File: config.mk
export PLATFORM = sky130hd
export DESIGN_NAME = tpu_mmio_driver
export DESIGN_NICKNAME = d
export VERILOG_FILES = /design/src/rtl/tpu_mmio_driver.sv
export SDC_FILE = /design/constraint.sdc
export NUM_CORES = 1
export LEC_CHECK = 0
export ABC_AREA = 1
export CAP_MARGIN = 20
export CORE_ASPECT_RATIO = 1.2
export CORE_MARGIN = 2
export CORE_UTILIZATION = 37
export DETAILED_ROUTE_END_ITERATION = 10
export PLACE_DENSITY = 0.76
export REMOVE_ABC_BUFFERS = 1
export SETUP_SLACK_MARGIN = 0.15
export SLEW_MARGIN = 20
export SYNTH_ARGS = -nofsm -noshare
export SYNTH_HDL_FRONTEND = slang
export SYNTH_SLANG_ARGS = --single-unit
File: constraint.sdc
create_clock -name clk -period 1.3 [get_ports clk]
set_input_delay 0.26 -clock clk [delete_from_list [all_inputs] [get_ports clk]]
set_output_delay 0.26 -clock clk [all_outputs]
set_load 0.03 [all_outputs]
File: src/rtl/tpu_mmio_driver.sv
// rtl/tpu_mmio_driver.sv - MMIO sequencer that loads A/B/C into a matrix unit, triggers it and streams C back
//
// Purpose: accepts DIM A rows, DIM B rows and 2*DIM C half-rows from an input
// stream and writes them to the accelerator's MMIO windows. It then pulses the
// MatMul trigger, waits WAIT_CYC cycles, reads the 2*DIM C half-rows back and
// presents them one at a time on a valid/ready output.
//
// Ports:
//   clk, rst_n          clock, asynchronous active-low reset
//   start_i             one-cycle job start (honoured only when idle)
//   in_data_i/valid_i   operand stream in; in_ready_o high while loading
//   tpu_addr_o/wdata_o  registered MMIO address / write data
//   tpu_rw_o            1 = write, 0 = read or idle
//   tpu_rdata_i         MMIO read data, valid the cycle after the address
//   out_data_o/valid_o  result stream out; out_ready_i is the downstream ready
//   busy_o              high whenever not idle
//   done_o              one-cycle pulse after the last result is taken
module tpu_mmio_driver #(
  parameter int DIM      = 8,
  parameter int DATAW    = 64,
  parameter int ADDRW    = 16,
  parameter int WAIT_CYC = 24
) (
  input  logic             clk,
  input  logic             rst_n,
  input  logic             start_i,
  input  logic [DATAW-1:0] in_data_i,
  input  logic             in_valid_i,
  output logic             in_ready_o,
  output logic [ADDRW-1:0] tpu_addr_o,
  output logic [DATAW-1:0] tpu_wdata_o,
  output logic             tpu_rw_o,
  input  logic [DATAW-1:0] tpu_rdata_i,
  output logic [DATAW-1:0] out_data_o,
  output logic             out_valid_o,
  input  logic             out_ready_i,
  output logic             busy_o,
  output logic             done_o
);

  localparam int KW  = $clog2(2 * DIM);
  localparam int WCW = $clog2(WAIT_CYC + 1);

  localparam logic [ADDRW-1:0] A_BASE   = ADDRW'(16'h0100);
  localparam logic [ADDRW-1:0] B_BASE   = ADDRW'(16'h0200);
  localparam logic [ADDRW-1:0] C_BASE   = ADDRW'(16'h0300);
  localparam logic [ADDRW-1:0] TRIG_ADR = ADDRW'(16'h0400);

  typedef enum logic [3:0] {
    IDLE, LOAD_A, LOAD_B, LOAD_C, TRIG, WAIT, RD_ADDR, RD_CAP, OUT, DONE
  } state_t;

  state_t           state_q;
  logic [KW-1:0]    k_q;
  logic [KW-1:0]    r_q;
  logic [WCW-1:0]   wait_q;
  logic [ADDRW-1:0] tpu_addr_q;
  logic [DATAW-1:0] tpu_wdata_q;
  logic             tpu_rw_q;
  logic [DATAW-1:0] out_data_q;

  logic             loading;
  logic             accept;
  logic             k_last;
  logic             r_last;
  logic [ADDRW-1:0] wr_addr_d;
  logic [ADDRW-1:0] rd_next_d;

  assign loading = (state_q == LOAD_A) || (state_q == LOAD_B) || (state_q == LOAD_C);
  assign accept  = loading && in_valid_i;

  // A and B hold DIM words; C holds twice as many half-rows.
  assign k_last = (state_q == LOAD_C) ? (k_q == KW'(2 * DIM - 1)) : (k_q == KW'(DIM - 1));
  assign r_last = (r_q == KW'(2 * DIM - 1));

  always_comb begin
    wr_addr_d = C_BASE;
    if (state_q == LOAD_A) wr_addr_d = A_BASE;
    else if (state_q == LOAD_B) wr_addr_d = B_BASE;
    wr_addr_d = wr_addr_d + (ADDRW'(k_q) << 3);
  end

  // 16*(r>>1) + 8*(r&1) collapses to 8*r for consecutive half-rows.
  assign rd_next_d = C_BASE + ((ADDRW'(r_q) + ADDRW'(1)) << 3);

  always_ff @(posedge clk or negedge rst_n) begin
    if (!rst_n) begin
      state_q     <= IDLE;
      k_q         <= '0;
      r_q         <= '0;
      wait_q      <= '0;
      tpu_addr_q  <= '0;
      tpu_wdata_q <= '0;
      tpu_rw_q    <= 1'b0;
      out_data_q  <= '0;
    end else begin
      // Bus idles at address 0 unless a state below drives or holds it.
      tpu_addr_q  <= '0;
      tpu_wdata_q <= '0;
      tpu_rw_q    <= 1'b0;
      case (state_q)
        IDLE: begin
          k_q <= '0;
          r_q <= '0;
          if (start_i) state_q <= LOAD_A;
        end
        LOAD_A, LOAD_B, LOAD_C: begin
          if (accept) begin
            tpu_addr_q  <= wr_addr_d;
            tpu_wdata_q <= in_data_i;
            tpu_rw_q    <= 1'b1;
            if (k_last) begin
              k_q <= '0;
              if (state_q == LOAD_A) state_q <= LOAD_B;
              else if (state_q == LOAD_B) state_q <= LOAD_C;
              else state_q <= TRIG;
            end else begin
              k_q <= k_q + KW'(1);
            end
          end
        end
        TRIG: begin
          // The last C write is on the bus this cycle; the trigger follows it.
          tpu_addr_q <= TRIG_ADR;
          wait_q     <= WCW'(WAIT_CYC);
          state_q    <= WAIT;
        end
        WAIT: begin
          if (wait_q == '0) begin
            tpu_addr_q <= C_BASE;
            r_q        <= '0;
            state_q    <= RD_ADDR;
          end else begin
            wait_q <= wait_q - WCW'(1);
          end
        end
        RD_ADDR: begin
          tpu_addr_q <= tpu_addr_q;
          state_q    <= RD_CAP;
        end
        RD_CAP: begin
          tpu_addr_q <= tpu_addr_q;
          out_data_q <= tpu_rdata_i;
          state_q    <= OUT;
        end
        OUT: begin
          if (out_ready_i) begin
            if (r_last) begin
              state_q <= DONE;
            end else begin
              r_q        <= r_q + KW'(1);
              tpu_addr_q <= rd_next_d;
              state_q    <= RD_ADDR;
            end
          end else begin
            tpu_addr_q <= tpu_addr_q;
          end
        end
        DONE:    state_q <= IDLE;
        default: state_q <= IDLE;
      endcase
    end
  end

  assign in_ready_o  = loading;
  assign tpu_addr_o  = tpu_addr_q;
  assign tpu_wdata_o = tpu_wdata_q;
  assign tpu_rw_o    = tpu_rw_q;
  assign out_data_o  = out_data_q;
  assign out_valid_o = (state_q == OUT);
  assign busy_o      = (state_q != IDLE);
  assign done_o      = (state_q == DONE);

endmodule

After elaboration in Yosys (flattened, before gate mapping)
Cells that the tools add are included.
{"block": "totals", "ff_bits": 162, "inputBits": 133, "out_inout_bits": 149, "word_cells": 80}
{"block": "classes", "addsub": 6, "n_eq_ne": 19, "mux": 30, "bitwise": 1, "reduce_logical": 16}
{"op": "$mux 64", "count": 2}
{"op": "$pmux 16 s5", "count": 1}
{"op": "$mux 16", "count": 3}
{"op": "$mux 4", "count": 11}
{"op": "$pmux 4 s7", "count": 1}
{"op": "$eq 4x3->1 const B", "count": 5}
{"op": "$add 16x7->16", "count": 1}
{"op": "$eq 4x4->1 const B", "count": 4}
{"op": "$ne 2x2->1 const B", "count": 6}
{"op": "$pmux 4 s3", "count": 1}
{"op": "$add 10x8->11 const A", "count": 1}
{"op": "$mux 11", "count": 1}
{"op": "$mux 10", "count": 1}
{"op": "$pmux 5 s2", "count": 1}
{"op": "$mux 9", "count": 1}
{"op": "$add 4x1->4 const B", "count": 2}
{"op": "$eq 4x2->1 const B", "count": 2}
{"op": "$pmux 4 s2", "count": 1}
{"op": "$mux 3", "count": 2}
{"op": "$reduce_and 2->1", "count": 3}
{"op": "$add 4x1->5 const B", "count": 1}
{"op": "$logic_not 5->1", "count": 1}
{"op": "$mux 5", "count": 1}
{"op": "$reduce_and 5->1", "count": 1}
{"op": "other kinds (14)", "count": 18}

Depth between registers and ports, before layout
Gate-level depths: netlist (run 1).
{"block": "depth", "depth_word": 6, "ltp_mapped": 9, "depth_no_buf": 9}

Worst setup path before layout (run 1)
No wires, ideal clock.
{"block": "synth_timing", "path_kind": "flip-flop to output port", "start": "register state_q[1]", "end": "output done_o", "arrival_time_ps": 1215, "t_required_ps": 1040, "path_slack_ps": -175, "path_stages_with_launch": 4, "path_buffers": 0, "path_cell_list": "dfrtp_1 -> inv_1 -> nand2_1 -> nor3_1"}
{"block": "synth_via", "elab_chain_len": 1}
{"element": "start, declared", "line": "53", "source": "state_t state_q;"}
{"element": "start signal, assigned", "line": "88", "source": "state_q <= IDLE;"}
{"element": "start signal, assigned", "line": "105", "source": "if (start_i) state_q <= LOAD_A;"}
{"element": "start signal, assigned", "line": "114", "source": "if (state_q == LOAD_A) state_q <= LOAD_B;"}
{"element": "$eq 4x4->1", "line": "172", "source": "assign done_o = (state_q == DONE);"}
{"element": "end, declared", "line": "38", "source": "output logic done_o"}
Every way passes these cells.

Worst setup path after layout (run 1)
{"block": "layout_timing", "start": "register state_q[0]", "end": "register out_data_q[39] (netlist: out_data_o[39])"}
{"block": "layout_via", "elab_chain_len": 1}
{"element": "$eq 4x3->1", "line": "101", "source": "case (state_q)"}
{"element": "end signal, assigned", "line": "143", "source": "out_data_q <= tpu_rdata_i;"}
{"element": "end, declared", "line": "60", "source": "logic [DATAW-1:0] out_data_q;"}
Every way passes these cells.
A chain may end at the register's enable or synchronous reset.

==> run summary, run 1 <==
Final Setup Violations -> 157
DRT antenna net count -> 0
CTS Buffer Depth -> 2
# rows -> 50
Initial core utilization -> 0.3794
Crit path DAT -> 2.00 ns
TritonCTS Buffers -> 17
Initial antenna violation count -> 0
Hold crit path type -> input pin to asynchronous set/reset pin
Count of pins over their slew limit -> 0
Ant diodes -> 0
Chip Height -> 143.0 um
Synth Cell Area -> 5957 sq um
Worst EP required -> 1.59 ns
Unique cell type count in the Yosys netlist -> 25
CTS sink cnt -> 153
Final instance area -> 11780 sq um
Routed WL -> 20790 um
First-pass GRT wire length -> 28910 um
Most frequent cells in the layout -> dfrtp_1, buf_6, clkdlybuf4s50_1
Crit path cell chain -> buf_4 -> nand2_1 -> inv_2 -> nand2_4 -> buf_6 -> bufbuf_16 -> mux2_2
Placed insts -> 1045
Worst skew pair latency -> 0.41 ns
Post-Route Setup TNS -> -49.27 ns
Failing checks -> negative setup slack
Grt ovf -> 0
Port bufs -> 272
Tmin final -> 1.703 ns
Vias in the first global route -> 5475
Core region area -> 15700 sq um
Total I/O pin count -> 282
Hold Violations, Final -> 0
H-tree depth -> 4
Synth Register Bits -> 153
Detailed-route wire length per cell -> 18.06 um
Wire length on met1 -> 7136 um
Die Width -> 119.8 um
Final period util -> 1.310
Most common cell after layout, fill and taps aside -> dfrtp_1
Total number of vias -> 5350
Dpl hpwl -> 12150 um
Dpl cell area -> 9319 sq um
TritonCTS clock tree -> done
Worst Setup End Kind -> register
First-pass DRT Iterations -> 4
WS Path Type -> register to register
Remaining DRCs -> 0
Post-Synthesis Cells -> 534
GRT Total Usage -> 0.2228
Status -> finished with violations
Clock Tree Root -> clkbuf_16
Slowest CP cell -> dfrtp_1
Critical path startpoint -> state_q[0]
Largest net degree at the start of global routing -> 39
Warning count from the yosys run -> 0
Initial DRC count -> 205
Die Footprint -> 17140 sq um
Hold WS -> 0.3258 ns
Clock-pin slew on the worst setup and hold paths -> 0.07 ns
Metal3 WL -> 1563 um
Fmax -> 587.3 MHz
Worst-path maximum fanout -> 6
Worst r2r src -> state_q[0]
Highest routed layer -> met4
PD cells -> 2376 nW/um^2
Sequential element share of the synthesized area -> 0.6427
Critical Path Start Type -> register
Largest stage delay, worst path -> 0.40 ns
Leak Pwr -> 0.005736 uW
Share of cells above drive strength 1 -> 0.5090
Final clock skew -> 0.007969 ns
Vias per Instance -> 4.648
Area Growth Syn to Fin -> 97.75%
Met2 routed WL -> 11400 um
Max_cap viols -> 0
RSZ-0062 raised after global routing -> true
Worst setup margin -> -0.4026 ns
Layout Cells excl Fill -> 1151
Synth Area per Inst -> 11.16 sq um
Final GP Congestion -> 0.8653
VDD IR max -> 0.001119 V
Layout Nets -> 1066
==> what timing repair did <==
action / CTS / global route
gates cloned: 10 / 6
hold endpoints to repair: 28 / 0
pin swaps: 20 / 22
gates resized for setup: 692 / 166
setup buffers: 28 / 29
hold buffers: 1 / 0
endpoints found under the setup margin: 292 / 293
==> kinds of logic after synthesis <==
| family | count (synthesis) | share of synthesized area |
|---|---|---|
| compound gates | 25 | 0.02205 |
| fa+ha+maj | 3 | 0.006302 |
| buf+inv | 116 | 0.08968 |
| flops | 153 | 0.6427 |
| mux | 64 | 0.1210 |
| other cells | 1 | 0.0006295 |
| simple gates | 172 | 0.1176 |
==> stage by stage <==
| step | worst slack, ns | utilization | power (uW) |
|---|---|---|---|
| after global routing | -0.4732 | 0.7502 | 29190 |
| after floorplan | -1.230 | - | 12850 |
| after detailed placement | -0.2480 | 0.5935 | 18630 |
| after CTS | -0.3883 | 0.6901 | 25670 |
| after global placement | -0.1909 | 0.5935 | 18420 |
| final | -0.4026 | 0.7502 | 27990 |
==> synth_stat cells <==
cell type | n | area share
conb_1 | 1 | 0.00063
nand2_2 | 1 | 0.0011
nor2_2 | 1 | 0.0011
inv_2 | 1 | 0.00063
inv_1 | 92 | 0.058
nor3_1 | 3 | 0.0025
nor3b_1 | 1 | 0.0013
o21ai_0 | 15 | 0.013
nand4_1 | 2 | 0.0021
nand2_1 | 62 | 0.039
o21ai_1 | 3 | 0.0025
o22ai_1 | 1 | 0.0011
nor2_1 | 79 | 0.050
buf_4 | 10 | 0.013
dfrtp_1 | 153 | 0.64
buf_2 | 1 | 0.00084
o211ai_1 | 2 | 0.0025
mux2_2 | 64 | 0.12
clkbuf_1 | 4 | 0.0025
a21oi_1 | 4 | 0.0034
ha_1 | 3 | 0.0063
nand2_4 | 1 | 0.0019
nand3b_1 | 1 | 0.0013
nand3_1 | 21 | 0.018
buf_6 | 8 | 0.015
==> layout make-up <==
cell class | instances | area, sq um
Multi-Input combinational cell | 275 | 2306
Tap cell | 208 | 260.3
Inverter | 93 | 354.1
Clock buffer | 19 | 452.9
Clock inverter | 13 | 107.6
Fill cell | 918 | 3923
Timing Repair Buffer | 390 | 4471
Sequential cell | 153 | 3829
==> worst max-delay path, delay by kind of cell, from the launching register on <==
family,cells,cell delay (ns)
buffers and inverters,4,0.61
DFF,1,0.40
muxes,1,0.35
and+or+nand+nor,2,0.23
==> metal layers <==
layer | global-route usage | vias to the layer above
met5 | 0 | -
met2 | 0.4123 | 273
met3 | 0.07508 | 50
li1 | - | 2436
met1 | 0.2336 | 2591
met4 | 0.08235 | 0
==> final timing paths <==
check,endpoint,slack [ns],depth (start not counted)
max,out_data_o[39],-0.40,7
min,out_data_o[41],0.33,2
max reg2reg,out_data_o[39],-0.40,7
min reg2reg,tpu_addr_o[5],0.52,2
max in group asynchronous,tpu_wdata_o[54],0.44,3
min in group clk,tpu_wdata_o[46],0.37,3
==> power by group <==
part           leakage (uW)  total [uW]  switching, uW  internal (uW)
Combinational       0.00353       15700           7820           7850
Clock              0.000270        4640           2050           2590
Sequential          0.00193        7680           1210           6470
Total               0.00574       28000          11100          16900
==> state kept, by name, summed over array words and instances, names as in the netlist <==
signal	flops
k_q	4
out_data_o	64
r_q	4
state_q	4
tpu_addr_o	7
tpu_rw_o	1
tpu_wdata_o	64
wait_q	5
Note: power is estimated with default switching activity, not from simulation.
==> inputs of run 2 (changes only) <==
- CORE_UTILIZATION: 37 -> 52
- DONT_BUFFER_PORTS: unset -> 1
- PLACE_DENSITY: 0.76 -> 0.71
- clock period: 1.3 -> 1.7 ns (I/O delays scaled with it)
==> run 2 against run 1 <==
The run ends with negative hold slack, negative setup slack left. Clock power shrank 16%. Global-route usage shrank 0.81 points. Die area shrank 28%. Register-to-register slack gained 0.43 ns. Via count shrank 28%. First-iteration DRC count shrank 14%. Sequential power grew 7.8%. Worst setup slack gained 0.40 ns. Critical path type is now register to primary output.
==> run summary, run 2 (same netlist as run 1, synthesis figures left out) <==
Status -> finished with violations
Failing checks -> negative hold slack, negative setup slack
WS Path Type -> register to primary output
Overall power -> 15180 uW
Final Setup Violations -> 1
Initial DRC count -> 176
Total I/O pin count -> 282
Area Growth Syn to Fin -> 19.05%
RR Endpoint -> state_q[2]
DRT antenna net count -> 0
GRT Total Usage -> 0.2147
Grt ovf -> 0
Critical Path Start Type -> register
Detailed-route wire length per cell -> 19.07 um
Count of pins over their slew limit -> 0
Worst EP required -> 1.36 ns
TritonCTS clock tree -> done
Worst-path maximum fanout -> 4
Initial antenna violation count -> 1
Layout Nets -> 703
Core region area -> 11090 sq um
RSZ-0062 raised after global routing -> true
Clock-pin slew on the worst setup and hold paths -> 0.06 ns
Fill cell count -> 852
Share of cells above drive strength 1 -> 0.2729
H-tree depth -> 4
Worst Setup End Kind -> primary output
Die Footprint -> 12330 sq um
Slowest CP cell -> dfrtp_2
Vias per Instance -> 5.271
R2R cell count -> 9
Hold crit path type -> input pin to asynchronous set/reset pin
Dpl hpwl -> 9425 um
Total number of vias -> 3869
VDD IR max -> 0.001075 V
Crit path cell chain -> nor2_4 -> nand2_2 -> inv_2 -> buf_6
Final GP Congestion -> 0.8715
Leak Pwr -> 0.003683 uW
Most common cell after layout, fill and taps aside -> dfrtp_1
Final clock skew -> 0.009918 ns
Port bufs -> 0
Vias in the first global route -> 3982
Largest stage delay, worst path -> 0.46 ns
Fmax -> 587.7 MHz
Final instance area -> 7092 sq um
Placement Setup Slack -> 0.1125 ns
Tmin final -> 1.701 ns
# rows -> 42
Register area -> 3832 sq um
Remaining DRCs -> 0
Final period util -> 1.001
Largest net degree at the start of global routing -> 154
Worst skew pair latency -> 0.41 ns
Worst setup margin -> -0.001481 ns
First-pass GRT wire length -> 19910 um
Hold Violations, Final -> 153
PD cells -> 2140 nW/um^2
Chip Height -> 121.2 um
Dpl cell area -> 6120 sq um
Most frequent cells in the layout -> dfrtp_1, inv_1, nor2_1
Crit path DAT -> 1.36 ns
Die Width -> 101.7 um
CTS sink cnt -> 153
R2R Setup Slk -> 0.03 ns
Routed WL -> 14000 um
TritonCTS Buffers -> 17
Layout Utilization -> 0.6396
Worst r2r src -> state_q[0]
Initial core utilization -> 0.5372
Hold WS -> -0.3801 ns
Max_cap viols -> 0
CTS Buffer Depth -> 2
Multi-input gate area -> 1759 sq um
First-pass DRT Iterations -> 5
Clock Tree Root -> clkbuf_16
## run 2: changes by cell type in the layout (fill, tap and decap cells not counted), sizes merged
cell | previous run | this run
buf | 253 | 25
clkdlybuf4s50 | 131 | 0
inv | 98 | 93
bufinv | 0 | 4
bufbuf | 1 | 0
clkinvlp | 3 | 2
diode | 0 | 1
dlygate4sd3 | 1 | 0
nand2 | 66 | 65
## run 2: how the worst max path moves through the flow
stage          slack (ns)       start        endpoint
2_1_floorplan       -0.83  state_q[2]   out_data_o[0]
3_3_place_gp         0.16   wait_q[0]      state_q[0]
3_5_place_dp         0.11  state_q[0]  out_data_o[24]
4_1_cts            -0.007  state_q[0]     out_valid_o
5_1_grt             -0.05  state_q[1]     out_valid_o
6_report           -0.001  state_q[1]     out_valid_o
## run 2: critical path, delay by kind of cell, from the launching register on
family,cells,cell delay [ns]
flops,1,0.46
simple gates,2,0.27
buf+inv,2,0.22
## run 2: layout make-up
type | instances | share of cell area
diodes | 1 | 0.0003529
clock buffers | 20 | 0.06299
clock inverters | 11 | 0.02417
inverters | 93 | 0.05028
multi-input cells | 274 | 0.2481
flip-flops and latches | 153 | 0.5404
well taps | 154 | 0.02717
repair buffers | 28 | 0.04658
## run 2: report_power, final
part / switching, uW / internal (uW)
clock: 1430 / 2490
sequential: 3360 / 4920
combinational: 1620 / 1360
## run 2: routing by layer
metal	GRT usage	vias to the layer above	part of all wire
met5	0	-	0
met4	0.1030	0	0.028
met3	0.08525	34	0.11
met2	0.3734	275	0.53
met1	0.2219	1863	0.33
li1	-	1697	-
## run 2: metrics by stage
step,TNS [ns],instances
5_1_grt,-0.2619,733
2_1_floorplan,-53.79,519
6_report,-0.001481,734
4_1_cts,-0.006635,724
3_3_place_gp,0,686
3_5_place_dp,0,686
## run 2: what timing repair did
item                                   4_1_cts  5_1_grt
cloned                                       1        5
endpoints found under the hold margin      153      153
setup endpoints to repair                   50       82
pin swaps                                    6        6
resized for setup                           28       27
setup buffers                                6        4
